$ cat config.mk
export PLATFORM = sky130hd
export DESIGN_NAME = alu_shared_mult_seq
export DESIGN_NICKNAME = d
export VERILOG_FILES = /design/src/rtl/alu_shared_mult_seq.sv
export SDC_FILE = /design/constraint.sdc
export NUM_CORES = 1
export LEC_CHECK = 0
export ABC_AREA = 0
export BUFFER_PORTS_ARGS = -buffer_cell sky130_fd_sc_hd__clkbuf_2
export CORE_ASPECT_RATIO = 1.5
export CORE_MARGIN = 2
export CORE_UTILIZATION = 48
export DETAILED_ROUTE_END_ITERATION = 8
export PLACE_DENSITY = 0.8
export SLEW_MARGIN = 20
export SYNTH_ARGS = -nofsm -noshare
export SYNTH_HDL_FRONTEND = slang
export SYNTH_SLANG_ARGS = --single-unit
$ cat constraint.sdc
create_clock -name clk -period 3.3 [get_ports clk]
set_input_delay 0.33 -clock clk [delete_from_list [all_inputs] [get_ports clk]]
set_output_delay 0.33 -clock clk [all_outputs]
set_load 0.02 [all_outputs]
$ cat src/rtl/alu_shared_mult_seq.sv
// Iterative shift-add multiplier that borrows the execute-stage ALU adder.
// Signed products are formed from magnitudes and negated in a final FIX step.
module alu_shared_mult_seq #(
  parameter int unsigned WIDTH = 32,
  parameter int unsigned CNT_W = 6
) (
  input  logic             clk,
  input  logic             rst,
  input  logic             start,
  input  logic             sgn,
  input  logic [WIDTH-1:0] src_a,
  input  logic [WIDTH-1:0] src_b,
  input  logic [WIDTH-1:0] alu_y,
  output logic [WIDTH-1:0] alu_a,
  output logic [WIDTH-1:0] alu_b,
  output logic             busy,
  output logic             done,
  output logic [WIDTH-1:0] hi,
  output logic [WIDTH-1:0] lo
);

  typedef enum logic [1:0] {IDLE, RUN, FIX, DONE} state_t;

  state_t             state;
  logic [WIDTH-1:0]   mcand;
  logic [WIDTH-1:0]   accHi;
  logic [WIDTH-1:0]   accLo;
  logic [CNT_W-1:0]   count;
  logic               neg;

  logic [WIDTH-1:0]   absA;
  logic [WIDTH-1:0]   absB;
  logic               carry;
  logic [2*WIDTH-1:0] negProd;

  always_comb begin
    absA    = (sgn && src_a[WIDTH-1]) ? ('0 - src_a) : src_a;
    absB    = (sgn && src_b[WIDTH-1]) ? ('0 - src_b) : src_b;
    alu_a   = (state == RUN) ? accHi : '0;
    alu_b   = (state == RUN && accLo[0]) ? mcand : '0;
    // The ALU returns only WIDTH bits; rebuild the carry-out from operand and sum MSBs.
    carry   = (alu_a[WIDTH-1] & alu_b[WIDTH-1]) |
              ((alu_a[WIDTH-1] | alu_b[WIDTH-1]) & ~alu_y[WIDTH-1]);
    negProd = '0 - {accHi, accLo};
  end

  always_ff @(posedge clk or posedge rst) begin
    if (rst) begin
      state <= IDLE;
      mcand <= '0;
      accHi <= '0;
      accLo <= '0;
      count <= '0;
      neg   <= 1'b0;
    end else begin
      case (state)
        IDLE: begin
          if (start) begin
            mcand <= absB;
            accHi <= '0;
            accLo <= absA;
            count <= '0;
            neg   <= sgn & (src_a[WIDTH-1] ^ src_b[WIDTH-1]);
            state <= RUN;
          end
        end
        RUN: begin
          accHi <= {carry, alu_y[WIDTH-1:1]};
          accLo <= {alu_y[0], accLo[WIDTH-1:1]};
          count <= count + CNT_W'(1);
          if (count == CNT_W'(WIDTH - 1)) state <= FIX;
        end
        FIX: begin
          if (neg) {accHi, accLo} <= negProd;
          state <= DONE;
        end
        DONE: state <= IDLE;
        default: state <= IDLE;
      endcase
    end
  end

  assign busy = (state == RUN) || (state == FIX);
  assign done = (state == DONE);
  assign hi   = accHi;
  assign lo   = accLo;

endmodule

# [Word-level counts from Yosys, hierarchy flattened]
# Index checks and enable logic that the tools add are counted.
[classes] n_bitwise=7 reduce_logical=11 n_eq_ne=7 mux=15 n_addsub=4
[ops] op="2-to-1 mux 32 bit" count=8
[ops] op="one-hot mux 32 bit (3 select lines)" count=2
[ops] op="subtractor 1 x 32 -> 32 bit, first input constant" count=2
[ops] op="subtractor 1 x 64 -> 64 bit, first input constant" count=1
[ops] op="one-hot mux 6 bit (2 select lines)" count=1
[ops] op="one-hot mux 2 bit (4 select lines)" count=1
[ops] op="adder 6 x 1 -> 6 bit, second input constant" count=1
[ops] op="equality test 6 x 5 -> 1 bit, second input constant" count=1
[ops] op="2-to-1 mux 6 bit" count=1
[ops] op="!= test 2 bit, second input constant" count=3
[ops] op="AND reduction 2 bit" count=3
[ops] op="equality test 2 bit, second input constant" count=2
[ops] op="2-to-1 mux 2 bit" count=2
[ops] op="AND 1 bit" count=3
[ops] op="logical AND 1 bit" count=3
[ops] op="AND reduction 3 bit" count=1
[ops] op="nonzero test 3 bit" count=1
[ops] op="equality test 2 x 1 -> 1 bit, second input constant" count=1
[ops] op="zero test 2 bit" count=1
[ops] op="OR 1 bit" count=2
[ops] op="nonzero test 2 bit" count=1
[ops] op="logical OR 1 bit" count=1
[ops] op="inverter 1 bit" count=1
[ops] op="XOR 1 bit" count=1
[totals] ff_bits=105

# [Longest topological paths before layout]
# Gate-level depths: netlist (run 1).
[logic_depth] depth_word=7 depth_mapped=11 mapped_depth_nobuf=8

# [Worst setup path after synthesis (run 1)]
# No wires, ideal clock.
[synth_path] path_kind="register to register" start="reg accLo[0] (netlist: lo[0])" end="reg accHi[24] (netlist: hi[24])" path_stages_with_launch=10 setup_time_ns=0.138 arrival_ns=2.649 required_ns=3.162 path_slack_ns=0.513 path_cell_list="dfrtp_1 > clkbuf_1 > inv_1 > ha_1 > nor3b_2 > nand4_4 > or4_4 > buf_6 > o41ai_1 > o211ai_1"
[synth_via] elab_chain_len=3
[synth_lines] element="from (decl)" line_no="27" rtl="logic [WIDTH-1:0] accLo;"
[synth_lines] element="from (signal assigned)" line_no="61" rtl="accLo <= absA;"
[synth_lines] element="from (signal assigned)" line_no="69" rtl="accLo <= {alu_y[0], accLo[WIDTH-1:1]};"
[synth_lines] element="from (signal assigned)" line_no="74" rtl="if (neg) {accHi, accLo} <= negProd;"
[synth_lines] element="subtractor 1 x 64 -> 64 bit" line_no="44" rtl="negProd = '0 - {accHi, accLo};"
[synth_lines] element="2-to-1 mux 32 bit" line_no="74"
[synth_lines] element="one-hot mux 32 bit (3 select lines)" line_no="56" rtl="case (state)"
[synth_lines] element="to (signal assigned)" line_no="68" rtl="accHi <= {carry, alu_y[WIDTH-1:1]};"
[synth_lines] element="to (signal assigned)" line_no="74"
[synth_lines] element="to (decl)" line_no="26" rtl="logic [WIDTH-1:0] accHi;"
# No other way between the ends. The select of a mux whose other input is x is not followed.
# A chain may end at the register's enable or synchronous reset.

# [Worst setup path in the final report (run 1)]
[layout_path] start="reg accLo[8] (netlist: lo[8])" end="reg accHi[19] (netlist: hi[19])"
# The elaborated chain is that of the path after synthesis.

==> results of run 1 <==
[worst register-to-register path: stages (launching register included)]
cell     delay [ns]
dfrtp_1        0.46
nor3_1         0.58
and4_1         0.49
nand4_2        0.35
buf_4          0.30
nor3_1         0.23
xor2_1         0.17
o21ai_0        0.09
[power groups by stage]
stage               sequential (mW)  clock, mW  combinational [mW]
finish                         2.51       1.13                5.08
floorplan                      2.58          0                3.30
detailed placement             2.51          0                5.01
CTS                            2.49       1.14                5.03
global route                   2.59       1.19                5.56
global placement               2.48          0                4.93
[metal layers]
layer	GRT usage, %	vias up	part of all wire [%]
met5	0	-	0
met4	10.6	0	2.4
met3	5.26	60	8.5
met2	49.6	449	50
met1	34.8	4168	39
li1	-	4151	-
[final timing paths]
path | start | to | cells past startpoint
hold reg to reg | mcand[5] | mcand[5] | 2
hold / removal | rst | hi[23] | 2
min in group clk | alu_y[27] | hi[26] | 3
setup reg to reg | lo[8] | hi[19] | 7
setup / recovery | lo[8] | hi[19] | 7
max in group asynchronous | rst | lo[30] | 3
[flip-flops by register name (all words and copies together) (netlist names)]
signal / flops
hi: 32
lo: 32
mcand: 32
count: 6
state: 2
neg: 1
[cells by family (layout without fill, tap and decap cells)]
logic type	after synthesis	count (layout)	synth area share, %
and+or+nand+nor	427	427	28.1
buffers and inverters	96	293	4.86
xor gates and xnor gates	70	70	7.66
DFF	105	105	32.8
adders and majority gates	8	8	1.25
muxes	4	4	0.516
AOI/OAI and AO/OA	305	305	24.8
[cells in the mapped netlist, types with 13 or more instances]
cell and count:
nor2_1 64, dfrtp_1 105, o31ai_1 17, o21ai_0 99
xor2_1 35, nand3_1 31, inv_1 21, nor4_1 24
xnor2_1 35, a21oi_1 57, a31oi_1 15, clkbuf_1 67
nor3_1 44, nand2_1 118, or3_1 15, or4_1 13
and2_1 37, o41ai_1 18, and3_1 37
[area by class of cell]
type                            instances  area [µm²]  share of cell area (%)
Multi-Input combinational cell        814        5010                    52.0
Clock buffer                            9         225                    2.34
Clock inverter                          7        76.3                   0.793
Inverter                               21        81.3                   0.845
Sequential cell                       105        2630                    27.3
Tap cell                              206         258                    2.68
Timing Repair Buffer                  256        1350                    14.0
==> results by group, run 1 <==
Timing
  • TNS Setup: 0 ns
  • Period utilization: 85.0%
  • Final setup skew: ~0.0077 ns
  • Final setup fails: 0
  • RSZ-0062 raised after global routing: no
  • Slew at the pin with the worst max-slew slack: approximately 0.99 ns
  • Period minus WS final: around 2.8 ns
  • Hold Slack: about 0.12 ns
  • Achievable clock frequency: ~360 MHz
  • Slew margin rel.: about a third
  • Final Hold Vio Count: 0
  • Final Worst Setup Slack: roughly 0.50 ns
  • Max-slew violations: 0

Drt
  • WL final: between 20000 and 30000 µm
  • Drt pass-1 iters: 6
  • Vias per cell: a little over 6
  • Initial DRC Count: about 810
  • Via Count: approximately 9000
  • # DRC: 0
  • Drt wl/cell: around 18 µm
  • Antenna Nets Post-Route: 0

Power
  • Seq pwr share: between 20% and 30%
  • Worst IR Drop VDD: between 0.0006 and 0.0007 V
  • Design Power: 8.72 mW
  • Clock power frac: roughly an eighth
  • Switching Share: 52.1%
  • LEAKAGE: roughly 4.4 nW
  • Pint: between 4 and 5 mW
  • Net Sw Power: between 4 and 5 mW
  • Comb pwr share: about 60%
  • Power Density: 906 nW/µm²

Synthesis
  • Synth cell types: between 60 and 70
  • Synth warn: 0
  • Synth async-reset ratio: between 90% and 100%
  • Avg Synthesized Cell Area: roughly 7.9 µm²
  • Syn Inst Count: slightly above 1000
  • Syn Nets: roughly 1100
  • Top cell type by total area after synthesis: dfrtp_1
  • Sequential cell area fraction in the yosys report: 32.8%
  • Synth Register Bits: 105
  • EDFF count, synth: 0
  • Synth top area share: 32.8%
  • Netlist Area Pre-Place: around 8000 µm²
  • Top FF cell, synth: dfrtp_1
  • Synth top area cells: dfrtp_1 33%, o21ai_0 6.2%, nand2_1 5.5%

CTS
  • Post-CTS resize count: 0
  • Worst skew pair latency: 0.36 ns
  • Setup bufs post-CTS: 0
  • Clock Tree Root: clkbuf_16
  • Max Buffers Root-to-Sink: 2
  • Num Clock Sinks: 105
  • Hold-fix buffers at CTS: 0
  • H-tree Lvls: 3
  • CTS Buf Count: 9
  • Clock slew at reported path FFs: 0.08 ns
  • CTS tree: done

Critical path
  • CP endpoint kind: flop
  • Worst Setup Start Kind: flop
  • Crit path cell chain: nor3_1, and4_1, nand4_2, buf_4, nor3_1, xor2_1, o21ai_0
  • Top Family by Delay on Critical Path: simple AND/OR/NAND/NOR gates
  • Crit-path max FO: 11
  • R2R Setup Slk: between 0.4 and 0.5 ns
  • CP most frequent cell: nor3_1
  • Worst path max stage delay: between 0.5 and 0.6 ns
  • Crit path DAT: roughly 3.0 ns
  • Worst Path Class, Setup: flop to flop
  • Slowest CP cell: nor3_1
  • CP Buf/Inv Count: 1
  • Critical Path RT: around 3.5 ns

Cells and area
  • Layout area overhead: 20.3%
  • Most frequent cells in the layout: 229 x clkbuf_2, 117 x nand2_1, 105 x dfrtp_1
  • Final non-filler cell area: 9630 µm²
  • Share of layout cells above drive strength 1: 24.2%
  • Util after Layout: 59.2%
  • Commonest non-fill, non-tap cell in the layout: clkbuf_2
  • Finished Layout Cells: 1418
  • Ant. Diodes: 0
  • Layout Nets: 1315
  • Filler cell count: approximately 1500

GRT
  • Vias in the first global route: 8245
  • Pin count of the biggest net entering global routing: between 60 and 70
  • Antenna violations before repair: 0
  • Global-route usage over all layers: 28.6%
  • First-pass GRT wire length: about 41000 µm
  • Grt ovf: 0

Die
  • Die height: roughly 160 µm
  • Std cell rows: 57
  • Die ar.: between 15000 and 20000 µm²
  • Die width: ~110 µm
  • Core area: around 16000 µm²
  • Io pins: 230
  • Initial Util: 49.2%

Placed design
  • RePlAce Congestion: ~0.93
  • Port bufs: between 200 and 250
  • Place WS: 0.594 ns
  • Placed cell area: ~9300 µm²
  • Dpl hpwl: ~19000 µm
  • Placed Cells: between 1000 and 1500

Run
  • Max cap viols: 0

Outcome
  • Status: finished clean

Min path
  • Worst Hold Class: input port to async pin
Power figures use the tool's default switching activity.
==> inputs of run 2 (changes only) <==
--- a/config.mk
+++ b/config.mk
@@ -5,11 +5,11 @@
 export SDC_FILE = /design/constraint.sdc
 export NUM_CORES = 1
 export LEC_CHECK = 0
-export ABC_AREA = 0
+export ABC_AREA = 1
 export BUFFER_PORTS_ARGS = -buffer_cell sky130_fd_sc_hd__clkbuf_2
 export CORE_ASPECT_RATIO = 1.5
 export CORE_MARGIN = 2
-export CORE_UTILIZATION = 48
+export CORE_UTILIZATION = 50
 export DETAILED_ROUTE_END_ITERATION = 8
 export PLACE_DENSITY = 0.8
 export SLEW_MARGIN = 20
==> constraint.sdc (replaced) <==
create_clock -name clk -period 2.25 [get_ports clk]
set_input_delay 0.225 -clock clk [delete_from_list [all_inputs] [get_ports clk]]
set_output_delay 0.225 -clock clk [all_outputs]
set_load 0.02 [all_outputs]
==> run 2 against run 1 <==
Net effect: register-to-register slack lost 0.27 ns; utilization grew 0.77 points; die area grew 14%; largest cell class unchanged; wire length grew 34%; via count grew 30%.
==> results by group, run 2 <==
Power
  • LEAKAGE: 6.26 nW (+42%)
  • Worst IR Drop VDD: 0.000667 V (+7.4%)
  • Power Density: 1310 nW/µm² (+45%)

Drt
  • Via Count: 11433 (+30%)
  • Initial DRC Count: 926 (+14%)
  • Drt wl/cell: 16.2 µm (-11%)
  • WL final: 34500 µm (+34%)
  • DR top layer: met4
  • Drt pass-1 iters: 6 (unchanged)
  • M1 WL: 12600 µm (+25%)
  • Antenna Nets Post-Route: 0 (unchanged)
  • DR WL met2: 17300 µm (+34%)
  • Routed wl met3: 2190 µm (-0.18%)
  • Vias per cell: 5.37 (-14%)
  • # DRC: 0 (unchanged)

Cells and area
  • Final non-filler cell area: 11400 µm² (+18%)
  • Layout area overhead: 18.7%
  • Commonest non-fill, non-tap cell in the layout: nand2_1
  • Share of layout cells above drive strength 1: 18.0% (-6.1 points)
  • Ant. Diodes: 0 (unchanged)
  • Layout Nets: 1976 (+50%)
  • Most frequent cells in the layout: 547 x nand2_1, 236 x nor2_1, 229 x clkbuf_2
  • Finished Layout Cells: 2129 (+50%)

CTS
  • CTS tree: done
  • Num Clock Sinks: 105 (unchanged)
  • Hold-fix buffers at CTS: 1 (+1)
  • Worst skew pair latency: 0.38 ns (+0.02 ns)
  • Post-CTS resize count: 0 (unchanged)
  • H-tree Lvls: 3 (unchanged)
  • CTS Buf Count: 9 (unchanged)
  • Setup bufs post-CTS: 0 (unchanged)
  • Clock slew at reported path FFs: 0.08 ns (about the same)
  • Max Buffers Root-to-Sink: 2 (unchanged)
  • Clock Tree Root: clkbuf_16

Critical path
  • Crit path cell chain: inv_1, ha_2, nand2_1, buf_4, nor2_1, clkbuf_2
  • CP endpoint kind: primary output
  • Slowest CP cell: dfrtp_1
  • Crit path DAT: 1.86 ns (-1.17 ns)
  • Worst Setup Start Kind: flop
  • Worst Path Class, Setup: flop to primary output
  • Critical Path RT: 2.03 ns (-1.49 ns)
  • Worst path max stage delay: 0.42 ns (-0.16 ns)
  • Crit-path max FO: 31 (+20)

Placed design
  • Dpl hpwl: 27100 µm (+44%)
  • Placed Cells: 2112 (+51%)
  • Port bufs: 229 (unchanged)
  • Placed cell area: 11000 µm² (+18%)
  • RePlAce Congestion: 1.04 (+12%)
  • Place WS: 0.280 ns (-0.314 ns)

Die
  • Io pins: 230 (unchanged)
  • Die ar.: 20300 µm² (+14%)
  • Die width: 117 µm (+6.8%)
  • Core area: 18900 µm² (+16%)
  • Die height: 173 µm (+6.9%)
  • Initial Util: 50.5% (+1.3 points)
  • Std cell rows: 62 (+8.8%)

Min path
  • Worst Hold Class: input port to flop

Synthesis
  • Top cell type by total area after synthesis: dfrtp_1
  • Top-count cell post-synth: nand2_1
  • Synth warn: 0 (unchanged)
  • Avg Synthesized Cell Area: 5.80 µm² (-26%)
  • Synth top area share: 27.5% (-5.3 points)
  • Synth top area cells: dfrtp_1 27%, nand2_1 21%, nor2_1 9.3%
  • Netlist Area Pre-Place: 9560 µm² (+19%)
  • Synth cell types: 42 (-39%)
  • Syn Inst Count: 1649 (+62%)
  • EDFF count, synth: 0 (unchanged)
  • Sequential cell area fraction in the yosys report: 27.5% (-5.3 points)
  • Synth async-reset ratio: 100% (unchanged)
  • Syn Nets: 1757 (+56%)
  • Commonest cells in the netlist: 547 x nand2_1, 236 x nor2_1, 214 x inv_1, 156 x nand3_1, 105 x dfrtp_1
  • Top FF cell, synth: dfrtp_1
  • Synth Register Bits: 105 (unchanged)

Timing
  • Slew at the pin with the worst max-slew slack: 0.876 ns (-0.112 ns)
  • TNS Setup: 0 ns (unchanged)
  • Achievable clock frequency: between 400 and 500 MHz
  • Final setup skew: 0.0166 ns (+0.00884 ns)
  • Period minus WS final: around 2.1 ns
  • Final Hold Vio Count: 0 (unchanged)
  • Final Worst Setup Slack: 0.167 ns (-0.329 ns)
  • Max-slew violations: 0 (unchanged)
  • RSZ-0062 raised after global routing: no
  • Slew margin rel.: 41.6% (+7.6 points)
  • Period utilization: around 93%
  • Final setup fails: 0 (unchanged)

Outcome
  • Status: finished clean

GRT
  • First-pass GRT wire length: 55100 µm (+35%)
  • Vias in the first global route: 11022 (+34%)
  • Global-route usage over all layers: 34.7% (+6.1 points)
  • Grt ovf: 0 (unchanged)
  • Pin count of the biggest net entering global routing: 97 (+43%)
  • Antenna violations before repair: 0 (unchanged)

Run
  • Max cap viols: 0 (unchanged)
[run 2: changes by cell type after synthesis, moves of 23 or more]
cell      before  now
xnor2_1       35    3
nor4_1        24    1
clkbuf_1      67   17
inv_1         21  214
and3_1        37    1
nand2_1      118  547
o21ai_1        0   38
nand3_1       31  156
and2_1        37    0
nor2_1        64  236
o21ai_0       99   72
nor3_1        44    4
[run 2: layout make-up]
cell class | instances | area [µm²]
fillers | 1980 | 7570
multi-input cells | 1270 | 5860
flip-flops and latches | 105 | 2630
repair buffers | 257 | 1400
inverters | 225 | 848
well taps | 256 | 320
clock buffers | 10 | 229
clock inverters | 6 | 67.6
[run 2: metal layers]
| metal | vias to the layer above | GRT usage, % |
|---|---|---|
| met3 | 133 | 5.14 |
| met2 | 507 | 60.5 |
| met4 | 0 | 22.3 |
| met1 | 5158 | 38.3 |
| met5 | - | 0 |
| li1 | 5635 | - |
[run 2: worst max-delay path: cells and delay by family (launching register included)]
kind                     cells  cell delay, ns
adder cells (fa/ha/maj)      1            0.23
buffers and inverters        3            0.55
flip-flops                   1            0.42
AND/OR/NAND/NOR              2            0.29
[run 2: where the power goes]
part / internal, mW / total, mW / switching (mW)
clock network: 0.872 / 1.69 / 0.816
logic: 2.97 / 9.47 / 6.50
registers: 2.73 / 3.71 / 0.978
total: 6.58 / 14.9 / 8.30
[run 2: through the flow]
stage	power [mW]	hold slack (ns)	util (%)
floorplan	9.98	0.372	-
global route	16.2	0.175	60.0
CTS	14.8	0.132	60.0
global placement	12.9	0.170	58.4
detailed placement	13.1	0.180	58.4
finish	14.9	0.133	60.0
[run 2: path summary, 6_finish.rpt]
path	slack (ns)	to	start	cells past startpoint
max	0.17	alu_b[16]	state[1]	6
min	0.13	hi[10]	alu_y[11]	5
max reg2reg	0.23	hi[31]	hi[14]	10
min reg2reg	0.48	mcand[25]	mcand[25]	2
max in group asynchronous	1.07	hi[12]	rst	4
min in group asynchronous	0.34	mcand[14]	rst	3
[run 2: logic make-up after synthesis]
family	synth area share [%]
and+or+nand+nor	46.0
buffers and inverters	11.3
AOI/OAI and AO/OA	12.2
DFF	27.5
xor gates and xnor gates	2.01
adders and majority gates	1.05
